[src/rtl/noc_xfer_scheduler.sv]
// Transfer scheduler for the 4-port NoC router: picks one deliverable input head
// flit per round (round-robin with starvation override) and strobes the FIFOs.
module noc_xfer_scheduler #(
    parameter int unsigned DATA_W   = 8,
    parameter int unsigned DEST_LSB = 4,
    parameter int unsigned MAX_WAIT = 15
) (
    input  logic              clk,
    input  logic              rst_n,
    input  logic              en,
    input  logic [3:0]        in_empty,
    input  logic [DATA_W-1:0] in_data_0,
    input  logic [DATA_W-1:0] in_data_1,
    input  logic [DATA_W-1:0] in_data_2,
    input  logic [DATA_W-1:0] in_data_3,
    input  logic [3:0]        out_full,
    output logic [3:0]        in_rd_en,
    output logic [3:0]        out_wr_en,
    output logic [DATA_W-1:0] out_data,
    output logic              grant_valid,
    output logic [1:0]        grant_src,
    output logic [1:0]        grant_dst,
    output logic              busy,
    output logic [15:0]       xfer_count
);

    localparam logic [1:0] IDLE = 2'd0;
    localparam logic [1:0] ARB  = 2'd1;
    localparam logic [1:0] XFER = 2'd2;

    localparam logic [7:0] WAIT_MAX = 8'(MAX_WAIT);

    logic [1:0]        state;
    logic [1:0]        state_nxt;
    logic [1:0]        rr_ptr;
    logic [7:0]        wait_cnt [4];
    logic [DATA_W-1:0] head     [4];
    logic [1:0]        dest     [4];
    logic [3:0]        eligible;
    logic [3:0]        starved;
    logic              pick_valid;
    logic [1:0]        pick;
    logic [1:0]        idx;

    assign head[0] = in_data_0;
    assign head[1] = in_data_1;
    assign head[2] = in_data_2;
    assign head[3] = in_data_3;

    always_comb begin
        for (int unsigned i = 0; i < 4; i++) begin
            dest[i]     = head[i][DEST_LSB +: 2];
            eligible[i] = !in_empty[i] && !out_full[dest[i]];
            starved[i]  = eligible[i] && (wait_cnt[i] == WAIT_MAX);
        end
    end

    // Starved inputs win by lowest index; otherwise scan from rr_ptr with wrap.
    always_comb begin
        pick_valid = 1'b0;
        pick       = '0;
        idx        = '0;
        for (int unsigned i = 0; i < 4; i++) begin
            if (!pick_valid && starved[i]) begin
                pick_valid = 1'b1;
                pick       = 2'(i);
            end
        end
        for (int unsigned k = 0; k < 4; k++) begin
            idx = rr_ptr + 2'(k);
            if (!pick_valid && eligible[idx]) begin
                pick_valid = 1'b1;
                pick       = idx;
            end
        end
    end

    always_comb begin
        state_nxt = state;
        case (state)
            IDLE:    state_nxt = en ? ARB : IDLE;
            ARB:     state_nxt = pick_valid ? XFER : (en ? ARB : IDLE);
            XFER:    state_nxt = en ? ARB : IDLE;
            default: state_nxt = IDLE;
        endcase
    end

    always_ff @(posedge clk or negedge rst_n) begin
        if (!rst_n) begin
            state       <= IDLE;
            rr_ptr      <= '0;
            in_rd_en    <= '0;
            out_wr_en   <= '0;
            out_data    <= '0;
            grant_valid <= 1'b0;
            grant_src   <= '0;
            grant_dst   <= '0;
            busy        <= 1'b0;
            xfer_count  <= '0;
            for (int unsigned i = 0; i < 4; i++) begin
                wait_cnt[i] <= '0;
            end
        end else begin
            state       <= state_nxt;
            busy        <= (state_nxt != IDLE);
            in_rd_en    <= '0;
            out_wr_en   <= '0;
            grant_valid <= 1'b0;
            case (state)
                ARB: begin
                    for (int unsigned i = 0; i < 4; i++) begin
                        if ((pick_valid && pick == 2'(i)) || in_empty[i]) begin
                            wait_cnt[i] <= '0;
                        end else if (wait_cnt[i] != WAIT_MAX) begin
                            wait_cnt[i] <= wait_cnt[i] + 8'd1;
                        end
                    end
                    // Strobes are registered here so they appear exactly in the XFER cycle.
                    if (pick_valid) begin
                        in_rd_en    <= 4'b0001 << pick;
                        out_wr_en   <= 4'b0001 << dest[pick];
                        grant_valid <= 1'b1;
                        grant_src   <= pick;
                        grant_dst   <= dest[pick];
                        out_data    <= head[pick];
                    end
                end
                XFER: begin
                    rr_ptr     <= grant_src + 2'd1;
                    xfer_count <= xfer_count + 16'd1;
                end
                default: ;
            endcase
        end
    end

endmodule

[config.mk]
export PLATFORM = sky130hd
export DESIGN_NAME = noc_xfer_scheduler
export DESIGN_NICKNAME = d
export VERILOG_FILES = /design/src/rtl/noc_xfer_scheduler.sv
export SDC_FILE = /design/constraint.sdc
export NUM_CORES = 1
export LEC_CHECK = 0
export CAP_MARGIN = 20
export CORE_MARGIN = 1
export CORE_UTILIZATION = 32
export CTS_CLUSTER_SIZE = 12
export DETAILED_ROUTE_END_ITERATION = 10
export GPL_TIMING_DRIVEN = 0
export HOLD_SLACK_MARGIN = 0.12
export SLEW_MARGIN = 20
export SYNTH_ARGS = -nofsm -noshare
export SYNTH_HDL_FRONTEND = slang
export SYNTH_SLANG_ARGS = --single-unit
[constraint.sdc]
create_clock -name clk -period 4 [get_ports clk]
set_input_delay 0.8 -clock clk [delete_from_list [all_inputs] [get_ports clk]]
set_output_delay 0.8 -clock clk [all_outputs]
set_load 0.02 [all_outputs]
# == Word-level counts from Yosys, hierarchy flattened ==
# Cells that the tools add are included.
# classes
addsub,9
order_cmp,9
eq_ne,13
n_shift,2
muxes,54
bitwise,1
reduce_logical,51
# op_table
operator,count
8-bit two-way mux,10
"8-bit by 1-bit adder with 8-bit output, second input constant",4
"8-bit by 4-bit equality test with 1-bit output, second input constant",4
"8-bit by 4-bit != test with 1-bit output, second input constant",4
"2-bit by 3-bit less-than comparator with 1-bit output, second input constant",8
1-bit two-way mux,20
1-bit logical AND,19
2-bit two-way mux,9
"16-bit by 1-bit adder with 16-bit output, second input constant",1
1-bit binary-select mux with 2-bit select,8
8-bit binary-select mux with 2-bit select,1
4-bit two-way mux,4
1-bit logical NOT,15
2-bit AND reduction,5
2-bit nonzero test,5
"1-bit by 2-bit left shift with 4-bit output, first input constant",2
"2-bit equality test, second input constant",3
"2-bit by 1-bit adder with 2-bit output, second input constant",2
"2-bit adder, second input constant",2
2-bit binary-select mux with 2-bit select,1
"2-bit by 1-bit equality test with 1-bit output, second input constant",2
2-bit logical NOT,2
1-bit logical OR,4
2-bit one-hot mux with 2 select lines,1
other kinds (3),3
# totals
regBits,74
input_bits,43
output_inout_bits,38

# == Logic depth before layout (Yosys ltp) ==
# logic_depth
ltp_word,34
depth_mapped,11
mapped_depth_nobuf,11

# == Least setup slack after synthesis ==
# OpenSTA, ideal clock, no wires.
# synth_timing
path_type,input to register
start,in in_empty[1]
end,reg wait_cnt[16] in the netlist's numbering
setup_time_ns,0.121
arrival_ns,3.137
slack_ns,0.742
stages,9
n_path_buf,1
path_cell_list,or4_4 nor4_4 o32ai_1 or2_1 a221oi_4 buf_6 nand2_2 a21o_1 a22o_1
# synth_via
elab_chain_cells,28
word_cells_on_any_way,44
classes_between,eq/ne (1); mux (23); reduce/logical (20)
# synth_rtl
element,line,text
from (decl),11,"input logic [3:0] in_empty,"
1-bit logical NOT,53,eligible[i] = !in_empty[i] && !out_full[dest[i]];
1-bit logical AND,53,
1-bit logical AND,54,starved[i] = eligible[i] && (wait_cnt[i] == WAIT_MAX);
1-bit logical AND,64,if (!pick_valid && starved[i]) begin
1-bit two-way mux,64,
1-bit logical NOT,64,
1-bit logical AND,64,
1-bit two-way mux,64,
(+12 left out),-,
1-bit logical NOT,71,if (!pick_valid && eligible[idx]) begin
1-bit logical AND,71,
2-bit two-way mux,71,
2-bit by 1-bit equality test with 1-bit output,112,if ((pick_valid && pick == 2'(i)) || in_empty[i]) begin
1-bit logical AND,112,
1-bit logical OR (*),112,
2-bit nonzero test (no line),-,
2-bit AND reduction (no line),-,
"to (signal, indexed assignment)",115,wait_cnt[i] <= wait_cnt[i] + 8'd1;
to (decl),36,logic [7:0] wait_cnt [4];
# Every way passes the cells marked *; elsewhere a longest branch is shown, timed or not. The select of a mux whose other input is x is not followed.
# A chain may end at the register's enable or synchronous reset.

# == Worst setup path in the final report ==
# layout_timing
start,in out_full[3]
end,reg out_wr_en[1]
# layout_via
elab_chain_cells,34
word_cells_on_any_way,64
classes_between,shift (1); mux (36); bitwise (1); reduce/logical (26)
# layout_rtl
element,line,text
from (decl),16,"input logic [3:0] out_full,"
1-bit binary-select mux with 2-bit select,53,
1-bit two-way mux (implied by the code),53,
1-bit logical NOT,53,
1-bit logical AND,53,
1-bit logical AND,54,
1-bit two-way mux,64,
1-bit logical NOT,64,
1-bit logical AND,64,
(+17 left out),-,
1-bit logical AND,71,
2-bit two-way mux,71,
2-bit inverter with 3-bit output (implied by the code),121,out_wr_en <= 4'b0001 << dest[pick];
2-bit binary-select mux with 2-bit select,121,
2-bit two-way mux (implied by the code) (2 in a row),121,
1-bit by 2-bit left shift with 4-bit output,121,
4-bit two-way mux (*),119,if (pick_valid) begin
4-bit two-way mux (*),109,case (state)
to (signal assigned),121,
to (decl),18,"output logic [3:0] out_wr_en,"
# Marked as above.

==> impl_metrics.env <==
export IMPL_status="completed"
export IMPL_startpoint_type="input pin"
export IMPL_stdcell_area_sq_um=5435
export IMPL_grt_max_degree=40
export IMPL_maxSlewHeadroom_pct=36.50
export IMPL_fill_cells=1218
export IMPL_grt_total_usage_pct=17.42
export IMPL_tns_ps=0
export IMPL_cts_repair_timing_setup_buffer_count=0
export IMPL_synthArstFlopShare_pct=100.0
export IMPL_clkTransAtPathRegs_ps=60
export IMPL_clkSinkCount=71
export IMPL_htree_levels=3
export IMPL_synth_commonest_cells="dfrtp_1 (71), nand2_1 (41), mux2i_1 (28), nor2_1 (28), nand3_1 (25)"
export IMPL_grt_first_pass_wirelength_mm=17.88
export IMPL_timing_critical_path_buf_inv=1
export IMPL_cts_root_buffer="clkbuf_16"
export IMPL_clockBufferDepth=2
export IMPL_yosysTopAreaCell="dfrtp_1"
export IMPL_max_stage_delay_ps=760
export IMPL_crit_slowest_cell="nor3_1"
export IMPL_worst_slew_pin_transition_ps=945.3
export IMPL_finish_utilization_pct=44.51
export IMPL_die_h_um=115.0
export IMPL_power_total_mw=3.659
export IMPL_ff2ff_setup_slack_ps=740
export IMPL_synth_cell_types=63
export IMPL_crit_chain="clkdlybuf4s50_1 > mux2i_1 > a22oi_1 > o21ai_0 > a221o_1 > o21a_1 > nor3_1 > a22oi_1 > nor2b_1"
export IMPL_ys_seq_area_share_pct=43.52
export IMPL_grtUsageMet1_pct=22.42
export IMPL_antenna_left=0
export IMPL_gp_congestion=0.8677
export IMPL_synth_area_leaders="dfrtp_1 (44%), mux2i_1 (6.9%), nand2_1 (3.8%)"
export IMPL_yosysMostFrequentCell="dfrtp_1"
export IMPL_irDropWorstVdd_mv=0.2861
export IMPL_antenna_found_initial=0
export IMPL_pin_count=81
export IMPL_r2r_start="wait_cnt[0]$_DFFE_PN0P_"
export IMPL_dieArea_sq_um=13210
export IMPL_drv_slew=0
export IMPL_num_rows=40
export IMPL_insertion_delay_ps=330
export IMPL_fin_nets=568
export IMPL_hold_viol=0
export IMPL_syn_inst=423
export IMPL_r2r_end="out_wr_en[1]$_DFF_PN0_"
export IMPL_coreArea_sq_um=12210
export IMPL_port_buffers=80
export IMPL_drive_gt1_share_pct=7.839
export IMPL_cp_common_cell="a22oi_1"
export IMPL_rr_worst_depth=9
export IMPL_avgSynthCellArea_sq_um=9.652
export IMPL_gr_usage_met3_pct=3.901
export IMPL_via_count=3735
export IMPL_grt_busiest_layer="met2"
export IMPL_gr_total_overflow=0
export IMPL_grt_pass1_vias=3648
export IMPL_synth_edf_count=0
export IMPL_timing_final_crit_period_ps=3830
export IMPL_crit_fanout=7
export IMPL_netlist_area_sq_um=4083
export IMPL_synth_fp_nets=471
export IMPL_worstPathRequired_ps=4260
export IMPL_maxCapViolCount=0
export IMPL_powerDensity_nw_per_um2=673.2
export IMPL_cp_end_kind="flop"
export IMPL_routed_wl_mm=11.02
export IMPL_max_freq_ghz=0.2611
export IMPL_drcViolationCount=0
export IMPL_via_per_inst=5.405
export IMPL_drt_first_iter_violations=238
export IMPL_period_share_pct=95.75
export IMPL_dpl_instance_area_sq_um=5111
export IMPL_synth_top_area_share_pct=43.52
export IMPL_start_util_pct=33.43
export IMPL_worst_clock_skew_ps=8.186
export IMPL_syn_to_final_growth_pct=33.13
export IMPL_rsz0062_at_grt="no"
export IMPL_setup_violations=0
export IMPL_numCtsBuffers=9
export IMPL_critPathArrivalTime_ps=4090
export IMPL_min_path_type="in2async"
export IMPL_fin_ws_ps=170.0
export IMPL_cts_hold_buf=0
export IMPL_synthFlopType="dfrtp_1"
export IMPL_critical_path_class="in2reg"
export IMPL_antenna_cells=0
export IMPL_p_leak_nw=2.318
export IMPL_hpwlAfterDp_mm=8.149
export IMPL_firstDrtPassIters=5
export IMPL_ys_seq_elements=71
export IMPL_wl_per_cell_um=15.95
export IMPL_place_ws_ps=-284.7
export IMPL_die_w_um=115.0
export IMPL_critical_path_top_delay_family="compound AO/OA/AOI/OAI gates"
export IMPL_post_cts_resized=0
export IMPL_yosys_warnings=0
export IMPL_gr_usage_met2_pct=29.08
export IMPL_cts_tree="built"
[power by group]
group          total, mW  internal (mW)  leakage [nW]  switching, mW
registers           1.12          0.927         0.926          0.188
logic               1.75          0.793          1.25          0.962
clock network      0.789          0.490         0.140          0.298
total               3.66           2.21          2.32           1.45
[placed cells by master (no fill, tap or decap), types with 9 or more instances in the layout]
| cell | instances |
|---|---|
| clkdlybuf4s50_1 | 79 |
| dfrtp_1 | 71 |
| nand2_1 | 41 |
| mux2i_1 | 28 |
| nor2_1 | 28 |
| nand3_1 | 25 |
| o21ai_0 | 23 |
| a21oi_1 | 16 |
| inv_1 | 14 |
| xnor2_1 | 12 |
| nor2b_1 | 10 |
| nor3_1 | 10 |
| a22o_1 | 9 |
| clkbuf_1 | 9 |
| a221oi_1 | 9 |
| buf_4 | 9 |
| clkbuf_16 | 9 |
[per-layer routing]
layer | vias to the layer above | share of wire (%)
met1 | 1827 | 45
met2 | 117 | 48
li1 | 1776 | -
met3 | 15 | 5.0
met4 | 0 | 1.4
met5 | - | 0
[through the flow]
stage | instances | hold slack, ps
finish | 691 | 401.6
global route | 691 | 432.5
CTS | 686 | 413.6
detailed placement | 672 | 463.3
global placement | 671 | 463.8
floorplan | 423 | 468.2
[final cells by class]
cell class | count | area (sq um) | area share (%)
tap | 168 | 210.2 | 3.867
inverter | 14 | 52.55 | 0.9669
multi-input combinational | 321 | 2168 | 39.89
sequential | 71 | 1777 | 32.69
clock inverter | 4 | 47.55 | 0.8748
clock buffer | 10 | 239.0 | 4.397
timing repair buffer | 86 | 855.8 | 15.75
buffer | 17 | 85.08 | 1.565
[state kept, by name, indices dropped and copies added (netlist names)]
signal and flops:
out_wr_en 4, in_rd_en 4, xfer_count 16, out_data 8, grant_valid 1, busy 1, state 1, rr_ptr 2
grant_src 2, wait_cnt 32
[cell families (layout without fill, tap and decap cells)]
logic type | after synthesis | after routing | synth area share, %
flip-flops | 71 | 71 | 43.52
adder cells (fa/ha/maj) | 5 | 5 | 1.532
AO/OA/AOI/OAI | 110 | 110 | 20.01
buffers and inverters | 31 | 131 | 3.371
multiplexers | 31 | 31 | 7.968
XOR/XNOR | 16 | 16 | 3.432
AND/OR/NAND/NOR | 159 | 159 | 20.17
[how the worst max path moves through the flow]
| stage | from | to | cells after the start |
|---|---|---|---|
| 5_1_grt | out_full[1] | out_wr_en[1]$_DFF_PN0_ | 9 |
| 2_1_floorplan | in_empty[1] | wait_cnt[16]$_DFFE_PN0P_ | 9 |
| 3_3_place_gp | rst_n | wait_cnt[16]$_DFFE_PN0P_ | 1 |
| 3_5_place_dp | in_empty[1] | wait_cnt[1]$_DFFE_PN0P_ | 10 |
| 6_report | out_full[3] | out_wr_en[1]$_DFF_PN0_ | 9 |
| 4_1_cts | in_empty[1] | wait_cnt[1]$_DFFE_PN0P_ | 10 |
No activity file was read; power rests on OpenSTA's default activity.
